## config.mk

```make
export PLATFORM = sky130hd
export DESIGN_NAME = cpu_multicycle
export DESIGN_NICKNAME = d
export VERILOG_FILES = /design/src/rtl/cpu_multicycle.sv
export SDC_FILE = /design/constraint.sdc
export NUM_CORES = 2
export LEC_CHECK = 0
export ABC_AREA = 1
export BUFFER_PORTS_ARGS = -buffer_cell sky130_fd_sc_hd__buf_4
export CAP_MARGIN = 20
export CELL_PAD_IN_SITES_DETAIL_PLACEMENT = 2
export CELL_PAD_IN_SITES_GLOBAL_PLACEMENT = 2
export CORE_UTILIZATION = 40
export DETAILED_ROUTE_END_ITERATION = 8
export PLACE_DENSITY_LB_ADDON = 0.1
export SLEW_MARGIN = 15
export SYNTH_ARGS = -nofsm -noshare
export SYNTH_HDL_FRONTEND = slang
export SYNTH_SLANG_ARGS = --single-unit
```

## constraint.sdc

```tcl
create_clock -name clk -period 5.9 [get_ports clk]
set_input_delay 0 -clock clk [delete_from_list [all_inputs] [get_ports clk]]
set_output_delay 0 -clock clk [all_outputs]
set_load 0.005 [all_outputs]
```

## src/rtl/cpu_multicycle.sv

```systemverilog
// Multi-cycle RV32I-subset core on a single unified memory bus.
// Define CPU_MC_PERF_COUNTERS_EN to add the cycle_count / instret_count ports.
module cpu_multicycle #(
   parameter logic [31:0] RESET_PC = 32'h0000_0000,
   parameter int          NUM_REGS = 32
) (
   input  logic        clk,
   input  logic        reset_n,
   output logic        mem_req,
   output logic        mem_we,
   output logic [31:0] mem_addr,
   output logic [31:0] mem_wdata,
   input  logic [31:0] mem_rdata,
   input  logic        mem_ready,
   output logic        retire,
   output logic        trap
`ifdef CPU_MC_PERF_COUNTERS_EN
   ,
   output logic [63:0] cycle_count,
   output logic [63:0] instret_count
`endif
);

   localparam int         IDXW  = $clog2(NUM_REGS);
   localparam logic [5:0] NREGS = 6'(NUM_REGS);

   typedef enum logic [2:0] {FETCH, DECODE, EXECUTE, MEM, WRITEBACK, TRAP} state_t;

   state_t      state_q, state_d;
   logic [31:0] pc_q, pc_d, ir_q, ir_d, a_q, a_d, b_q, b_d;
   logic [31:0] target_q, target_d, alu_q, alu_d, mdr_q, mdr_d;
   logic [31:0] regFile_q [NUM_REGS];

   logic        regWe, memReqInt, memWeInt;
   logic [31:0] wbData, aluRes, opB, pcPlus4;
   logic [6:0]  opcode, funct7;
   logic [2:0]  funct3;
   logic [4:0]  rd, rs1, rs2;
   logic [31:0] immI, immS, immB, immJ;
   logic        isR, isI, isLw, isSw, isBr, isJal, legal, badIdx;

   assign opcode  = ir_q[6:0];
   assign rd      = ir_q[11:7];
   assign funct3  = ir_q[14:12];
   assign rs1     = ir_q[19:15];
   assign rs2     = ir_q[24:20];
   assign funct7  = ir_q[31:25];
   assign immI    = {{20{ir_q[31]}}, ir_q[31:20]};
   assign immS    = {{20{ir_q[31]}}, ir_q[31:25], ir_q[11:7]};
   assign immB    = {{19{ir_q[31]}}, ir_q[31], ir_q[7], ir_q[30:25], ir_q[11:8], 1'b0};
   assign immJ    = {{11{ir_q[31]}}, ir_q[31], ir_q[19:12], ir_q[20], ir_q[30:21], 1'b0};
   assign pcPlus4 = pc_q + 32'd4;

   // Only the listed funct combinations are legal; everything else traps in DECODE.
   assign isR   = (opcode == 7'b0110011) &&
                  ((funct7 == 7'b0000000 && (funct3 == 3'b000 || funct3 == 3'b010 ||
                                             funct3 == 3'b110 || funct3 == 3'b111)) ||
                   (funct7 == 7'b0100000 && funct3 == 3'b000));
   assign isI   = (opcode == 7'b0010011) && (funct3 == 3'b000 || funct3 == 3'b010 ||
                                             funct3 == 3'b110 || funct3 == 3'b111);
   assign isLw  = (opcode == 7'b0000011) && (funct3 == 3'b010);
   assign isSw  = (opcode == 7'b0100011) && (funct3 == 3'b010);
   assign isBr  = (opcode == 7'b1100011) && (funct3 == 3'b000 || funct3 == 3'b001);
   assign isJal = (opcode == 7'b1101111);
   assign legal = isR || isI || isLw || isSw || isBr || isJal;

   // Index checks only look at the fields the instruction format actually uses.
   assign badIdx = ((isR || isI || isLw || isSw || isBr) && ({1'b0, rs1} >= NREGS)) ||
                   ((isR || isSw || isBr) && ({1'b0, rs2} >= NREGS)) ||
                   ((isR || isI || isLw || isJal) && ({1'b0, rd} >= NREGS));

   always_comb begin
      opB    = isR ? b_q : (isSw ? immS : immI);
      aluRes = a_q + opB;
      if (isJal) begin
         aluRes = pcPlus4;
      end else if (isR || isI) begin
         case (funct3)
            3'b000:  aluRes = (isR && funct7[5]) ? a_q - opB : a_q + opB;
            3'b010:  aluRes = {31'b0, $signed(a_q) < $signed(opB)};
            3'b110:  aluRes = a_q | opB;
            3'b111:  aluRes = a_q & opB;
            default: aluRes = a_q + opB;
         endcase
      end
   end

   always_comb begin
      state_d   = state_q;
      pc_d      = pc_q;
      ir_d      = ir_q;
      a_d       = a_q;
      b_d       = b_q;
      target_d  = target_q;
      alu_d     = alu_q;
      mdr_d     = mdr_q;
      regWe     = 1'b0;
      wbData    = isLw ? mdr_q : alu_q;
      memReqInt = 1'b0;
      memWeInt  = 1'b0;
      mem_addr  = pc_q;
      mem_wdata = b_q;
      retire    = 1'b0;
      trap      = 1'b0;
      case (state_q)
         FETCH: begin
            memReqInt = 1'b1;
            if (mem_ready) begin
               ir_d    = mem_rdata;
               state_d = DECODE;
            end
         end
         DECODE: begin
            a_d      = regFile_q[rs1[IDXW-1:0]];
            b_d      = regFile_q[rs2[IDXW-1:0]];
            target_d = pc_q + (isJal ? immJ : immB);
            state_d  = (!legal || badIdx) ? TRAP : EXECUTE;
         end
         EXECUTE: begin
            alu_d = aluRes;
            if (isBr) begin
               pc_d    = ((a_q == b_q) ^ funct3[0]) ? target_q : pcPlus4;
               retire  = 1'b1;
               state_d = FETCH;
            end else begin
               state_d = (isLw || isSw) ? MEM : WRITEBACK;
            end
         end
         MEM: begin
            memReqInt = 1'b1;
            memWeInt  = isSw;
            mem_addr  = {alu_q[31:2], 2'b00};
            if (mem_ready) begin
               if (isSw) begin
                  pc_d    = pcPlus4;
                  retire  = 1'b1;
                  state_d = FETCH;
               end else begin
                  mdr_d   = mem_rdata;
                  state_d = WRITEBACK;
               end
            end
         end
         WRITEBACK: begin
            regWe   = (rd != 5'd0);
            pc_d    = isJal ? target_q : pcPlus4;
            retire  = 1'b1;
            state_d = FETCH;
         end
         TRAP: begin
            trap = 1'b1;
         end
         default: state_d = FETCH;
      endcase
   end

   // The request is masked by reset so an in-flight access is dropped the moment reset asserts.
   assign mem_req = memReqInt & reset_n;
   assign mem_we  = memWeInt & reset_n;

   always_ff @(posedge clk or negedge reset_n) begin
      if (!reset_n) begin
         state_q  <= FETCH;
         pc_q     <= RESET_PC;
         ir_q     <= '0;
         a_q      <= '0;
         b_q      <= '0;
         target_q <= '0;
         alu_q    <= '0;
         mdr_q    <= '0;
      end else begin
         state_q  <= state_d;
         pc_q     <= pc_d;
         ir_q     <= ir_d;
         a_q      <= a_d;
         b_q      <= b_d;
         target_q <= target_d;
         alu_q    <= alu_d;
         mdr_q    <= mdr_d;
      end
   end

   always_ff @(posedge clk or negedge reset_n) begin
      if (!reset_n) begin
         for (int i = 0; i < NUM_REGS; i++) regFile_q[i] <= '0;
      end else if (regWe) begin
         regFile_q[rd[IDXW-1:0]] <= wbData;
      end
   end

`ifdef CPU_MC_PERF_COUNTERS_EN
   always_ff @(posedge clk or negedge reset_n) begin
      if (!reset_n) begin
         cycle_count   <= '0;
         instret_count <= '0;
      end else begin
         cycle_count   <= cycle_count + 64'd1;
         instret_count <= instret_count + {63'd0, retire};
      end
   end
`endif

endmodule

```

==> impl_metrics.py <==
metrics = {
    "global_routing": {
        "antenna_found_initial": 27,
        "grt_pass1_wl_um": 569000,
        "grt_max_degree": 149,
        "gr-total-overflow": 0,
        "grt_pass1_vias": 84300,
        "grtUsageTotal_pct": 41.0,
    },
    "power": {
        "p_per_area_nw_per_um2": 567,
        "power_mw": 46.2,
        "peakVddDrop_mv": 0.640,
        "cellLeakagePower_nw": 36.1,
    },
    "synth": {
        "synth_cells": 10300,
        "ys_types": 52,
        "ys_ff_latch": 1251,
        "synth_nets": 10500,
        "avgSynthCellArea_um2": 7.13,
        "ys.flop_type": "dfrtp_1",
        "synth_edf_count": 0,
        "syn_area_um2": 73400,
        "synth_area_leaders": "dfrtp_1, o21ai_0, nand2_1",
        "synthArstFlopShare_pct": 100,
        "yosysSeqAreaShare_pct": 42.7,
        "synth_top_area_share_pct": 42.7,
        "yosysTopAreaCell": "dfrtp_1",
        "ys_warn_count": 0,
    },
    "clock_network": {
        "post_cts_resized": 0,
        "cts_buffer_depth": 3,
        "cts-root-buf": "clkbuf_16",
        "clock_latency_ps": 840,
        "cts_setup_buffers": 0,
        "cts_htree_levels": 4,
        "cts_inserted_buffers": 151,
        "clk_pin_slew_ps": 70,
        "cts.sinks": 1251,
        "tritoncts": "done",
    },
    "setup_path": {
        "crit_type": "flip-flop to flip-flop",
        "crit-reg2reg-launch": "ir_q[2]",
        "worstSetupEndpointType": "flip-flop",
        "worstSetupStartpointType": "flip-flop",
        "startpoint": "ir_q[2]",
        "crit_fanout": 21,
        "cp.arrival_ps": 5540,
        "reg2reg_slack_ps": 1030,
        "cp.required_ps": 6580,
        "r2r.worst_path.cells": 20,
        "reg2reg_to": "alu_q[26]",
    },
    "detailed_routing": {
        "dr.max_layer_used": "met5",
        "routed_wl_um": 384000,
        "wl_met1_um": 161000,
        "route.detailed.drc": 0,
        "drt_pass1_iterations": 6,
        "vias_per_cell": 6.40,
        "dr_total_vias": 79300,
        "wl_per_cell_um": 31.0,
        "ant_nets": 0,
        "met3WireLength_um": 29100,
        "wl_met2_um": 174000,
        "drt_iter0_markers": 7103,
    },
    "die": {
        "die_height_um": 430,
        "placementRows": 156,
        "ioPinCount": 103,
        "coreArea_um2": 182000,
        "dieArea_um2": 185000,
        "initial_core_util_pct": 40.4,
        "die_w_um": 430,
    },
    "cells_and_area": {
        "fin_nets": 10000,
        "final_util_pct": 44.9,
        "drive_above_1_share_pct": 6.32,
        "areaGrowthSynthToFinish_pct": 11.1,
    },
    "timing": {
        "relSlewSlack_pct": 3.60,
        "timing.final.crit_period_ps": 4870,
        "report.final.slew_viol_count": 0,
        "finClkSkew_ps": 38.5,
        "hold_viol_final": 0,
        "fmax_mhz": 206,
        "finalSetupViolCount": 0,
        "period_share_pct": 82.5,
        "rsz0062_at_grt": "false",
        "finalSetupTns_ps": 0,
        "worst_slew_pin_slew_ps": 1420,
    },
    "place": {
        "port_buffers": 102,
        "gp_congestion": 0.995,
        "dp_hpwl_um": 233000,
    },
    "flow_run": {
        "maxCapViolations": 0,
    },
    "hold_path": {
        "hold_path.class": "input pin to async pin",
    },
    "run_status": {
        "status": "completed",
    },
}
-- power breakdown --
group / switching [mW] / leakage (nW) / internal [mW]
Sequential: 1.87 / 17.2 / 9.69
Clock: 4.19 / 2.55 / 5.72
Combinational: 18.3 / 16.3 / 6.42
Total: 24.4 / 36.1 / 21.8
-- metrics by stage --
step | hold WS, ps | cell area [um^2] | setup WS (ps) | cells
after global routing | 60.4 | 81500 | 826 | 12400
after global placement | 57.3 | 75900 | 1420 | 12100
after floorplan | -296 | 73400 | 2540 | 10300
after detailed placement | 57.2 | 75900 | 1210 | 12100
final | 19.5 | 81500 | 1030 | 12400
after CTS | 10.7 | 81400 | 1150 | 12400
-- routing by layer --
metal  global-route usage (%)  vias up
li1                         -    33800
met1                     53.8    41500
met2                     64.8     3111
met3                     7.52      913
met4                     19.9       26
met5                        0        -
-- Yosys cell counts, types with 38 or more instances --
master,count
o21ai_1,144
xor2_1,38
o21ai_0,2173
nand2_1,2394
o311ai_0,92
ha_1,128
clkbuf_1,735
inv_1,551
nand3_1,317
dfrtp_1,1251
nor3_1,62
a21oi_1,331
o221ai_1,172
o22ai_1,276
nor2_1,1271
buf_2,81
buf_1,44
-- worst max-delay path, stage by stage, from the launching register on --
cell and delay [ps]:
dfrtp_1 420, nor3_4 350, inv_1 140, nor2_1 170, nand2_1 360, nand2_1 220
buf_4 320, o21ai_0 240, ha_1 500, a21oi_1 440, nand2_1 200, a21oi_1 250
nor2_1 90, nor2_1 280, nand2_1 90, nand2_1 90, nand3_1 80, nand3_1 110
nand2_1 80, nand2_1 170, a21boi_0 120
-- cell usage in the layout (no fill, tap or decap), drive strengths merged, types with 14 or more instances in the layout --
| cell | instances |
|---|---|
| nand3 | 317 |
| o311ai | 106 |
| nor2 | 1275 |
| o21bai | 20 |
| o221ai | 172 |
| a32oi | 14 |
| clkbuf | 237 |
| dlygate4sd3 | 37 |
| buf | 263 |
| o22ai | 276 |
| o21ai | 2317 |
| dfrtp | 1251 |
| o211ai | 18 |
| ha | 128 |
| nor3 | 71 |
| nand4 | 33 |
| inv | 572 |
| a21oi | 331 |
| clkinv | 30 |
| nand2 | 2397 |
| xor2 | 38 |
-- area by class of cell --
type / instances / area, um^2
inverters: 569 / 2170
clock inverters: 41 / 510
repair buffers: 300 / 2770
clock buffers: 237 / 4660
diodes: 2 / 5.00
flip-flops and latches: 1251 / 31300
multi-input cells: 7607 / 37100
well taps: 2370 / 2970
fillers: 21000 / 100000
-- worst max path at each step --
stage,endpoint,slack (ps),cells after the start
after floorplan,alu_q[20],2540,24
after CTS,alu_q[26],1150,20
after global placement,alu_q[26],1420,20
final,alu_q[26],1030,20
after global routing,alu_q[26],830,19
after detailed placement,alu_q[26],1210,20
-- repair_timing --
action,in CTS,in global routing
hold buffers,38,0
endpoints found under the setup margin,0,0
hold endpoints to repair,667,0
-- registers in the layout, summed over array words and instances (netlist names) --
register	flops
a_q	32
alu_q	32
ir_q	32
mdr_q	32
mem_wdata	32
pc_q	32
regFile_q	1024
state_q	3
target_q	32
-- kinds of logic (layout without fill, tap and decap cells) --
| kind of cell | Yosys count | in the layout | synth area share [%] |
|---|---|---|---|
| mux | 6 | 6 | 0.0819 |
| compound gates | 3300 | 3300 | 24.8 |
| flops | 1251 | 1251 | 42.7 |
| xor+xnor | 50 | 50 | 0.597 |
| fa+ha+maj | 131 | 131 | 2.27 |
| other cells | 0 | 2 | 0 |
| simple gates | 4120 | 4120 | 22.1 |
| buf+inv | 1434 | 1147 | 7.50 |
(Power assumes the default switching activity.)
